File: src/rtl/sum_xfer_ctrl.sv
`default_nettype none
// ============================================================================
// Module   : sum_xfer_ctrl
// Brief    : Partial-sum exchange controller: sends n_item local items, then receives n_item peer items.
// Revision : 1.0
// ============================================================================
module sum_xfer_ctrl #(
    parameter int bw     = 8,
    parameter int n_item = 8,
    parameter int tmo    = 255
) (
    input  logic          clk,
    input  logic          reset,
    input  logic          start,
    input  logic          local_valid,
    input  logic [bw-1:0] local_sum,
    output logic          local_ready,
    input  logic          fifo_full,
    output logic          fifo_wr,
    output logic [bw-1:0] fifo_wdata,
    input  logic          fifo_empty,
    output logic          fifo_rd,
    input  logic [bw-1:0] fifo_rdata,
    output logic [bw-1:0] peer_sum,
    output logic          peer_valid,
    output logic          busy,
    output logic          done,
    output logic          timeout_err
);

    localparam int c_CNT_W = $clog2(n_item + 1);
    localparam int c_TMO_W = $clog2(tmo + 1);
    localparam logic [c_CNT_W-1:0] c_LAST_ITEM = c_CNT_W'(n_item - 1);
    localparam logic [c_TMO_W-1:0] c_LAST_STALL = c_TMO_W'(tmo - 1);

    typedef enum logic [2:0] {
        S_IDLE  = 3'd0,
        S_SEND  = 3'd1,
        S_RECV  = 3'd2,
        S_DRAIN = 3'd3,
        S_DONE  = 3'd4,
        S_ERR   = 3'd5
    } state_t;

    state_t               state_q, state_d;
    logic [c_CNT_W-1:0]   send_cnt_q, send_cnt_d;
    logic [c_CNT_W-1:0]   recv_cnt_q, recv_cnt_d;
    logic [c_TMO_W-1:0]   stall_q, stall_d;
    logic [bw-1:0]        peer_sum_q;
    logic                 peer_valid_q;

    always_ff @(posedge clk) begin
        if (reset) begin
            state_q      <= S_IDLE;
            send_cnt_q   <= '0;
            recv_cnt_q   <= '0;
            stall_q      <= '0;
            peer_sum_q   <= '0;
            peer_valid_q <= 1'b0;
        end else begin
            state_q      <= state_d;
            send_cnt_q   <= send_cnt_d;
            recv_cnt_q   <= recv_cnt_d;
            stall_q      <= stall_d;
            peer_valid_q <= fifo_rd;
            if (fifo_rd) begin
                peer_sum_q <= fifo_rdata;
            end
        end
    end

    // Stall counter defaults to clear; it only counts in SEND/RECV on
    // cycles without a transfer and while the state is unchanged.
    always_comb begin
        state_d     = state_q;
        send_cnt_d  = send_cnt_q;
        recv_cnt_d  = recv_cnt_q;
        stall_d     = '0;
        local_ready = 1'b0;
        fifo_wr     = 1'b0;
        fifo_rd     = 1'b0;
        busy        = 1'b1;
        done        = 1'b0;
        timeout_err = 1'b0;

        unique case (state_q)
            S_IDLE: begin
                busy = 1'b0;
                if (start) begin
                    state_d = S_SEND;
                end
            end
            S_SEND: begin
                fifo_wr     = local_valid & ~fifo_full;
                local_ready = fifo_wr;
                if (fifo_wr) begin
                    if (send_cnt_q >= c_LAST_ITEM) begin
                        send_cnt_d = '0;
                        state_d    = S_RECV;
                    end else begin
                        send_cnt_d = send_cnt_q + 1'b1;
                    end
                end else if (stall_q == c_LAST_STALL) begin
                    state_d = S_ERR;
                end else begin
                    stall_d = stall_q + 1'b1;
                end
            end
            S_RECV: begin
                fifo_rd = ~fifo_empty;
                if (fifo_rd) begin
                    if (recv_cnt_q >= c_LAST_ITEM) begin
                        recv_cnt_d = '0;
                        state_d    = S_DRAIN;
                    end else begin
                        recv_cnt_d = recv_cnt_q + 1'b1;
                    end
                end else if (stall_q == c_LAST_STALL) begin
                    state_d = S_ERR;
                end else begin
                    stall_d = stall_q + 1'b1;
                end
            end
            S_DRAIN: begin
                state_d = S_DONE;
            end
            S_DONE: begin
                done    = 1'b1;
                state_d = S_IDLE;
            end
            S_ERR: begin
                busy        = 1'b0;
                timeout_err = 1'b1;
            end
            default: begin
                busy    = 1'b0;
                state_d = S_IDLE;
            end
        endcase
    end

    assign fifo_wdata = local_sum;
    assign peer_sum   = peer_sum_q;
    assign peer_valid = peer_valid_q;

endmodule
`default_nettype wire

File: config.mk
export PLATFORM = sky130hd
export DESIGN_NAME = sum_xfer_ctrl
export DESIGN_NICKNAME = d
export VERILOG_FILES = /design/src/rtl/sum_xfer_ctrl.sv
export SDC_FILE = /design/constraint.sdc
export NUM_CORES = 1
export LEC_CHECK = 0
export ABC_AREA = 1
export CAP_MARGIN = 20
export CORE_MARGIN = 2
export CORE_UTILIZATION = 45
export CTS_CLUSTER_SIZE = 8
export DETAILED_ROUTE_END_ITERATION = 10
export GPL_TIMING_DRIVEN = 1
export PLACE_DENSITY = 0.79
export SYNTH_ARGS = -nofsm -noshare
export SYNTH_HDL_FRONTEND = slang
export SYNTH_SLANG_ARGS = --single-unit
File: constraint.sdc
create_clock -name clk -period 1.7 [get_ports clk]
set_input_delay 0.51 -clock clk [delete_from_list [all_inputs] [get_ports clk]]
set_output_delay 0.51 -clock clk [all_outputs]
set_load 0.005 [all_outputs]
Yosys cells after proc, flatten, opt, wreduce, memory -nomap -nowiden

Cells that the tools add are included.

Register bits after elaboration: 28
Bits in latches: 0
RAM bits: 0
Memory bits (read-only): 0
Input port bits: 22
Output and inout port bits: 23
Word-level logic and storage cells: 47
Memories: 0

Add/subtract/negate cells: 3
$mul: 0
Div/mod/pow operators: 0
Magnitude comparators: 2
Equal/unequal tests: 9
Shift-type cells: 0
Mux-type cells: 18
Bitwise logic cells: 4
Reduce and logical (&&, ||, !) cells: 5

Operators by type and width:

| cell                                                                   | number |
|---|---|
| 8-bit two-way mux                                                      | 3 |
| 3-bit two-way mux                                                      | 6 |
| 8-bit one-hot mux with 2 select lines                                  | 1 |
| 3-bit one-hot mux with 5 select lines                                  | 1 |
| 4-bit by 1-bit adder with 4-bit output (second input constant)         | 2 |
| 8-bit by 1-bit adder with 8-bit output (second input constant)         | 1 |
| 8-bit == test (second input constant)                                  | 1 |
| 4-bit by 3-bit >= comparator with 1-bit output (second input constant) | 2 |
| 4-bit two-way mux                                                      | 2 |
| 3-bit by 2-bit == test with 1-bit output (second input constant)       | 2 |
| 3-bit == test (second input constant)                                  | 2 |
| 3-bit != test (second input constant)                                  | 2 |
| 1-bit two-way mux                                                      | 5 |
| 2-bit AND reduction                                                    | 2 |
| 4-bit AND reduction                                                    | 1 |
| 4-bit OR reduction                                                     | 1 |
| 3-bit by 1-bit == test with 1-bit output (second input constant)       | 1 |
| 3-bit logical NOT                                                      | 1 |
| 1-bit NOT                                                              | 3 |
| 2-bit != test (second input constant)                                  | 1 |
| 1-bit AND                                                              | 1 |

Longest topological paths before layout

Gate-level depths: netlist (run 1).

Word-level depth: 4
Gate-level depth with buffers: 10
Mapped depth without buffers: 10

Worst setup path before layout (run 1)

OpenSTA, ideal clock, no wires.

Path kind: in2out
Start point: input fifo_full
End point: output local_ready
Arrival: 0.940 ns
Data required time: 1.190 ns
Setup slack: 0.250 ns
Stages: 4
Cells stage by stage: inv_1 nand2_1 nor2_4 buf_4

Cells in the longest elaborated chain, start to end: 3

RTL lines:

| item              | RTL line | source |
|---|---|---|
| start, declared   | 18       | `input logic fifo_full,` |
| 1-bit NOT         | 94       | `fifo_wr = local_valid & ~fifo_full;` |
| 1-bit AND         | 94       |  |
| 1-bit two-way mux | --       |  |
| end, declared     | 17       | `output logic local_ready,` |

No other way between the ends.

Final worst setup path (run 1)

Start point: register state_q[1]
End point: output fifo_rd

Cells in the longest elaborated chain, start to end: 2

RTL lines:

| item                                     | RTL line | source |
|---|---|---|
| start, declared                          | 45       | `state_t state_q, state_d;` |
| start signal, assigned                   | 61       | `state_q <= state_d;` |
| 3-bit by 2-bit == test with 1-bit output | 86       | `unique case (state_q)` |
| 1-bit two-way mux                        | 86       |  |
| end, declared                            | 22       | `output logic fifo_rd,` |

No other way between the ends.

==> results of run 1 <==
[cells in the mapped netlist, types with 3 or more instances]
cell type / count / area [um2]
buf_4: 9 / 67.6
nor2_1: 33 / 124
ha_1: 4 / 50.1
nor3_2: 3 / 30.0
nand4_1: 3 / 18.8
o21ai_0: 10 / 50.1
inv_1: 15 / 56.3
inv_2: 5 / 18.8
nand3_1: 6 / 30.0
xor2_1: 3 / 26.3
a21oi_1: 13 / 65.1
nand2_1: 31 / 116
dfxtp_1: 28 / 561
[registers in the layout (all words and copies together), names as in the netlist]
name / cells
peer_sum: 8
peer_valid: 1
recv_cnt_q: 4
send_cnt_q: 4
stall_q: 8
state_q: 3
[power groups by stage]
stage	Sequential (mW)	Combinational, mW	Clock (mW)
3_3_place_gp	0.712	0.274	0
2_1_floorplan	0.715	0.153	0
3_5_place_dp	0.713	0.276	0
6_report	0.700	0.334	0.444
5_1_grt	0.703	0.369	0.471
4_1_cts	0.699	0.315	0.460
[per-layer routing]
| metal | vias up | global-route usage |
|---|---|---|
| met5 | - | 0 |
| met4 | 0 | 0.0649 |
| met3 | 7 | 0.0480 |
| met2 | 26 | 0.333 |
| met1 | 571 | 0.217 |
| li1 | 661 | - |
[critical path: stages, from the launching register on]
cell     delay [ns]
dfxtp_2        0.37
inv_2          0.05
buf_6          0.11
nor3_4         0.21
nand2_2        0.09
inv_2          0.08
buf_6          0.09
[kinds of logic after synthesis]
logic type / synth area share
AOI/OAI and AO/OA: 0.114
xor gates and xnor gates: 0.0256
adders and majority gates: 0.0366
buffers and inverters: 0.122
DFF: 0.410
and+or+nand+nor: 0.292
[area by class of cell]
cell class	instances	area (um2)	share of cell area
clock buffer	3	22.5	0.0119
multi-input combinational	120	684	0.361
inverter	20	77.6	0.0409
clock inverter	1	30.0	0.0158
timing repair buffer	55	463	0.244
tap	33	41.3	0.0218
sequential	28	577	0.304
[through the flow]
stage / setup WS, ns / hold slack [ns] / setup TNS, ns
floorplan: 0.250 / 0.430 / 0
global placement: -0.554 / 0.443 / -2.13
detailed placement: -0.548 / 0.459 / -2.33
CTS: -0.125 / 0.479 / -0.248
global route: -0.221 / 0.514 / -0.548
finish: -0.148 / 0.476 / -0.253
[path summary, 6_finish.rpt]
check | to | cells after the start | startpoint
max | fifo_rd | 6 | state_q[1]$_SDFFE_PP0P_
max reg2reg | state_q[0]$_SDFFE_PP0P_ | 12 | state_q[0]$_SDFFE_PP0P_
min | send_cnt_q[3]$_SDFFE_PP0P_ | 2 | send_cnt_q[3]$_SDFFE_PP0P_
min reg2reg | send_cnt_q[3]$_SDFFE_PP0P_ | 2 | send_cnt_q[3]$_SDFFE_PP0P_
[timing repair]
action / CTS / global route
resized for setup: 63 / 3
setup endpoints to repair: 15 / 6
pin swaps: 8 / 3
buffers inserted: 9 / 3
hold endpoints to repair: 0 / 0
==> results.cfg, run 1 <==
[power]
cell_internal_pwr_mw = 1.09
power.density_mw_per_mm2 = 780
swShare = 0.261
power_frac_seq = 0.474
p_switching_mw = 0.386
power.leakage_nw = 0.846
ir_drop_uv = 495
p_clk_frac = 0.300
total_power_mw = 1.48
p_comb_frac = 0.226

[cts]
cts_max_path_buffers = 2
hold_buffers = 0
clock-sinks = 28
cts_tree = done
clk_pin_slew_ns = 0.15
root_buffer = clkbuf_4
cts_max_level = 1
clk_latency_ns = 0.34
cts_made_buffers = 3

[placement]
dp.cells = 244
io_buffers = 28
gp_congestion = 0.849
dpl.hpwl_um = 1890
dpl_cell_area_mm2 = 0.00171

[cells_and_area]
synthToLayoutAreaGrowth_pct = 38.5
layout.cells.non_filler = 260
final_common_cell = nor2_1
nFillCells = 243
drive_above_1_share = 0.322
final_nets = 254
final_area_mm2 = 0.00190
n_antenna_cell = 0
final_cell_mix = nor2_1, nand2_1, buf_4, dfxtp_1
fin_util = 0.637

[route]
drtPass1Iterations = 4
vias_per_cell = 4.87
drtAntennaViolNets = 0
wl_met2_um = 1550
drt_iter0_markers = 22
routed.top_layer = met4
vias = 1265
routed_wl_um = 3020
route.met3.wl_um = 122
routedWlPerCell_um = 11.6
wl_met1_um = 1310
drc = 0

[floorplanning]
fp.dieH_um = 59.2
dieArea_mm2 = 0.00350
coreArea_mm2 = 0.00298
initial_core_util = 0.460
die_width_um = 59.2
rows = 20
boundaryPins = 45

[timing]
period_needed_ns = 1.85
drv_slew = 0
rsz0062_at_grt = true
setup_viol_count_final = 5
setup_slack_ns = -0.148
finalClockSkew_ns = 0.00202
hold_viol_final = 0
max_slew_margin = 0.739
timing.final.crit_share = 1.09
fmax_mhz = 541
worst_slew_pin_slew_ns = 0.391

[global_route]
grt_pass1_wl_um = 5090
grt.overflow.total = 0
antenna_found_initial = 0
grt_start_max_net_pins = 17
grt_use_total = 0.188
grt_pass1_vias = 1203

[worst_hold_path]
min_path_type = reg2reg

[critical_path]
required_ns = 1.19
crit_path_end_kind = output pin
r2r_setup_slack_ns = 0.18
critical_path_class = reg2out
cp.arrival_ns = 1.34
path_max_fanout = 2
start_kind = register

[yosys]
yosysWarnings = 0
synth_cell_type_count = 27
ys.flop_type = dfxtp_1
yosysSeqAreaShare = 0.410
synth_seq_cells = 28
netlist_instances = 181
avgSynthCellArea_um2 = 7.56
syn-num-nets = 207
ys_async_sr_fraction = 0
synth_edf_count = 0
syn_area_mm2 = 0.00137

[run_status]
violations = negative setup slack
status = complete, but fails checks

[job]
drv_cap = 0
Note: power is estimated with default switching activity, not from simulation.
==> run 2, diff against run 1 <==
- CORE_ASPECT_RATIO: default -> 1.25
- CTS_BUF_LIST: default -> sky130_fd_sc_hd__clkbuf_8
==> run 2 against run 1 <==
Against the previous run: the flow still finishes with violations (negative setup slack); worst setup slack better by 0.14 ns; non-clock buffer count decreased by 8; cell area decreased by 2.0%; combinational power decreased by 12%; clock skew is 0.0034 ns higher; via count shrank 3.9%; global-route usage down 0.82 points; sequential power hardly changed; utilization about the same; critical path type unchanged; critical endpoint unchanged.
==> results.cfg, run 2 (synthesis results as in run 1) <==
[placement]
dpl.hpwl_um = 2020
dp.cells = 248
dpl_cell_area_mm2 = 0.00173
gp_congestion = 0.782
io_buffers = 28
pre_cts_ws_ns = -0.568

[route]
drtAntennaViolNets = 0
drt_iter0_markers = 23
vias_per_cell = 4.77
routed_wl_um = 2710
drtPass1Iterations = 4
vias = 1216
drc = 0
routedWlPerCell_um = 10.6

[timing]
fin_hold_ws_ns = 0.464
setup_tns_ns = -0.0172
max_slew_margin = 0.837
hold_viol_final = 0
drv_slew = 0
finalClockSkew_ns = 0.00543
fmax_mhz = 584
setup_viol_count_final = 2
worst_slew_pin_slew_ns = 0.244
timing.final.crit_share = 1.01
setup_slack_ns = -0.0127
period_needed_ns = 1.71
rsz0062_at_grt = true

[global_route]
grt_use_total = 0.180
grt_pass1_wl_um = 4750
use_met2 = 0.324
busiest_layer = met2
grt.overflow.total = 0
antenna_found_initial = 0
grt_start_max_net_pins = 17
use_met1 = 0.197
met3_usage = 0.0205
grt_pass1_vias = 1180

[cells_and_area]
final_nets = 246
final_area_mm2 = 0.00186
drive_above_1_share = 0.247
final_cell_mix = nor2_1, nand2_1, dfxtp_1, clkdlybuf4s50_1
fin_util = 0.636
layout.cells.non_filler = 255
synthToLayoutAreaGrowth_pct = 35.6
final_common_cell = nor2_1
n_antenna_cell = 0
nFillCells = 268

[cts]
cts_max_level = 1
clk_pin_slew_ns = 0.10
cts_tree = done
hold_buffers = 0
cts_max_path_buffers = 2
cts_made_buffers = 3
clock-sinks = 28
clk_latency_ns = 0.27
root_buffer = clkbuf_8

[critical_path]
path_max_fanout = 3
cp_top_family = flip-flops
cp-startpoint = state_q[1]$_SDFFE_PP0P_
r2r-start = state_q[2]$_SDFFE_PP0P_
critical_path_class = reg2out
path_cells = inv_2 > nor3_4 > nand2_2 > inv_2 > clkbuf_2
start_kind = register
cp.arrival_ns = 1.20
required_ns = 1.19
path_buf_inv = 3
crit_path_frequent_cell = inv_2
crit_path_end_kind = output pin
critical-path-max-stage-delay_ns = 0.36
cp_slowest_cell = dfxtp_2

[floorplanning]
rows = 22
initial_core_util = 0.469
die_width_um = 53.3
fp.dieH_um = 65.7
dieArea_mm2 = 0.00350
coreArea_mm2 = 0.00292
boundaryPins = 45

[power]
ir_drop_uv = 551
power.leakage_nw = 0.769
power.density_mw_per_mm2 = 815
total_power_mw = 1.51

[job]
drv_cap = 0

[run_status]
violations = negative setup slack
status = complete, but fails checks

[worst_hold_path]
min_path_type = reg2reg
hp-start = stall_q[0]$_SDFF_PP0_
-- run 2: path summary, 6_finish.rpt --
path,end,slack (ns),depth (start not counted)
worst max register to register,stall_q[3]$_SDFF_PP0_,0.33,9
worst min-delay path,stall_q[0]$_SDFF_PP0_,0.46,1
worst max-delay path,fifo_rd,-0.01,5
worst min register to register,stall_q[0]$_SDFF_PP0_,0.46,1
-- run 2: cell type report --
cell class	instances	area [um2]	area share
Clock inverter	1	30.0	0.0162
Timing Repair Buffer	47	419	0.226
Sequential cell	28	569	0.307
Inverter	20	80.1	0.0431
Tap cell	36	45.0	0.0243
Clock buffer	3	41.3	0.0222
Multi-Input combinational cell	120	672	0.362
-- run 2: timing repair --
item / CTS / global route
setup buffers: 2 / 1
hold endpoints to repair: 0 / 0
endpoints found under the setup margin: 6 / 5
resized for setup: 26 / 16
pin swaps: 3 / 4
-- run 2: where the power goes --
group          internal [mW]  leakage (nW)  switching [mW]
registers              0.680         0.228          0.0226
logic                  0.153         0.505           0.140
clock network          0.315        0.0357           0.203
-- run 2: layer usage --
| metal | up-vias | part of all wire |
|---|---|---|
| li1 | 643 | - |
| met1 | 551 | 0.42 |
| met2 | 15 | 0.53 |
| met3 | 7 | 0.023 |
| met4 | 0 | 0.026 |
| met5 | - | 0 |
==> run 3, diff against run 2 <==
- CTS_BUF_LIST: sky130_fd_sc_hd__clkbuf_8 -> sky130_fd_sc_hd__clkbuf_4 sky130_fd_sc_hd__clkbuf_8
==> run 3 against run 2 <==
Against the previous run: the flow still finishes with violations (negative setup slack); clock-buffer cell count did not move; combinational power up 5%; hold slack gained 0.011 ns; die area unchanged; flip-flop and latch count stayed put; register-to-register slack worse by 0.10 ns; fmax is 3.0% lower; worst setup slack worse by 0.053 ns; largest cell class unchanged.
==> results.cfg, run 3 (synthesis results as in run 1) <==
[route]
drtPass1Iterations = 4
vias_per_cell = 4.81
routed_wl_um = 2820
drtAntennaViolNets = 0
drc = 0
drt_iter0_markers = 12
vias = 1241
routedWlPerCell_um = 10.9

[critical_path]
cp.depth = 5
r2r-end = stall_q[3]$_SDFF_PP0_
critical_path_class = reg2out
critical-path-max-stage-delay_ns = 0.38
cp_slowest_cell = dfxtp_2
r2r-start = state_q[1]$_SDFFE_PP0P_
cp.arrival_ns = 1.26
path_max_fanout = 3
r2r_setup_slack_ns = 0.23
start_kind = register
cp-startpoint = state_q[1]$_SDFFE_PP0P_
crit_path_end_kind = output pin
rr_worst_depth = 8
required_ns = 1.19
cp_top_family = flip-flops
path_buf_inv = 3
endpoint = fifo_rd
path_cells = inv_2 > nor3_4 > nand2_2 > inv_2 > buf_6
crit_path_frequent_cell = inv_2

[global_route]
grt.overflow.total = 0
grt_start_max_net_pins = 17
antenna_found_initial = 0
grt_use_total = 0.183
grt_pass1_vias = 1194
grt_pass1_wl_um = 4840

[cells_and_area]
final_cell_mix = nor2_1, nand2_1, dfxtp_1, buf_4, inv_1
n_antenna_cell = 0
nFillCells = 269
final_common_cell = nor2_1
final_nets = 249
drive_above_1_share = 0.302
layout.cells.non_filler = 258
final_area_mm2 = 0.00191
synthToLayoutAreaGrowth_pct = 39.8

[placement]
gp_congestion = 0.782
dp.cells = 248
io_buffers = 28
pre_cts_ws_ns = -0.568
dpl_cell_area_mm2 = 0.00173
dpl.hpwl_um = 2020

[power]
swShare = 0.251
ir_drop_uv = 547
p_clk_frac = 0.297
p_comb_frac = 0.213
cell_internal_pwr_mw = 1.08
power_frac_seq = 0.490
total_power_mw = 1.45
power.density_mw_per_mm2 = 757
p_switching_mw = 0.364
power.leakage_nw = 0.927

[cts]
cts_max_level = 1
cts_tree = done
clock-sinks = 28
hold_buffers = 0
clk_pin_slew_ns = 0.15
root_buffer = clkbuf_4
clk_latency_ns = 0.33
cts_made_buffers = 3
cts_max_path_buffers = 2

[floorplanning]
coreArea_mm2 = 0.00292
die_width_um = 53.3
boundaryPins = 45
rows = 22
initial_core_util = 0.469
dieArea_mm2 = 0.00350
fp.dieH_um = 65.7

[worst_hold_path]
min_path_type = reg2reg

[timing]
setup_viol_count_final = 2
hold_viol_final = 0
setup_slack_ns = -0.0660
finalClockSkew_ns = 0.00422
fmax_mhz = 566
drv_slew = 0
rsz0062_at_grt = true
max_slew_margin = 0.827
timing.final.crit_share = 1.04
setup_tns_ns = -0.120
worst_slew_pin_slew_ns = 0.258
period_needed_ns = 1.77

[run_status]
status = complete, but fails checks
violations = negative setup slack

[job]
drv_cap = 0
[run 3: power groups by stage]
stage / logic [mW] / registers, mW / clock network, mW
global placement: 0.274 / 0.713 / 0
finish: 0.308 / 0.709 / 0.430
floorplan: 0.153 / 0.715 / 0
CTS: 0.304 / 0.708 / 0.446
detailed placement: 0.278 / 0.713 / 0
global route: 0.343 / 0.713 / 0.473
[run 3: worst min-delay path by stage]
stage / from / end / slack [ns] / cells past startpoint
after global placement: stall_q[0]$_SDFF_PP0_ / stall_q[0]$_SDFF_PP0_ / 0.44 / 1
final: send_cnt_q[3]$_SDFFE_PP0P_ / send_cnt_q[3]$_SDFFE_PP0P_ / 0.47 / 2
after detailed placement: stall_q[0]$_SDFF_PP0_ / stall_q[0]$_SDFF_PP0_ / 0.45 / 1
after floorplan: stall_q[0]$_SDFF_PP0_ / stall_q[0]$_SDFF_PP0_ / 0.43 / 1
after global routing: stall_q[0]$_SDFF_PP0_ / stall_q[0]$_SDFF_PP0_ / 0.51 / 1
after CTS: send_cnt_q[3]$_SDFFE_PP0P_ / send_cnt_q[3]$_SDFFE_PP0P_ / 0.48 / 2
[run 3: worst min-delay path, delay by kind of cell, from the launching register on]
kind	cells	cell delay (ns)
AO/OA/AOI/OAI	1	0.05
flip-flops	1	0.34
AND/OR/NAND/NOR	1	0.06
[run 3: final cells by class]
type | count | area, um2 | area share
tap | 36 | 45.0 | 0.0235
multi-input combinational | 120 | 684 | 0.358
inverter | 20 | 80.1 | 0.0419
clock inverter | 1 | 30.0 | 0.0157
sequential | 28 | 577 | 0.302
clock buffer | 3 | 22.5 | 0.0118
timing repair buffer | 50 | 474 | 0.248
[run 3: metrics by stage]
step / hold slack (ns) / util
3_3_place_gp: 0.442 / 0.594
4_1_cts: 0.477 / 0.646
6_report: 0.475 / 0.656
5_1_grt: 0.508 / 0.656
2_1_floorplan: 0.430 / -
3_5_place_dp: 0.448 / 0.594
[run 3: repair_timing]
action / CTS / global route
setup buffers: 6 / 0
hold endpoints to repair: 0 / 0
gates resized for setup: 56 / 12
pin swaps: 6 / 1
endpoints found under the setup margin: 13 / 13
[run 3: metal layers]
metal  up-vias  routed length, um  global-route usage
met5         -                  0                   0
met2        13               1520               0.329
met4         0                 52              0.0897
met1       574               1180               0.207
li1        649                  -                   -
met3         5                 57              0.0205
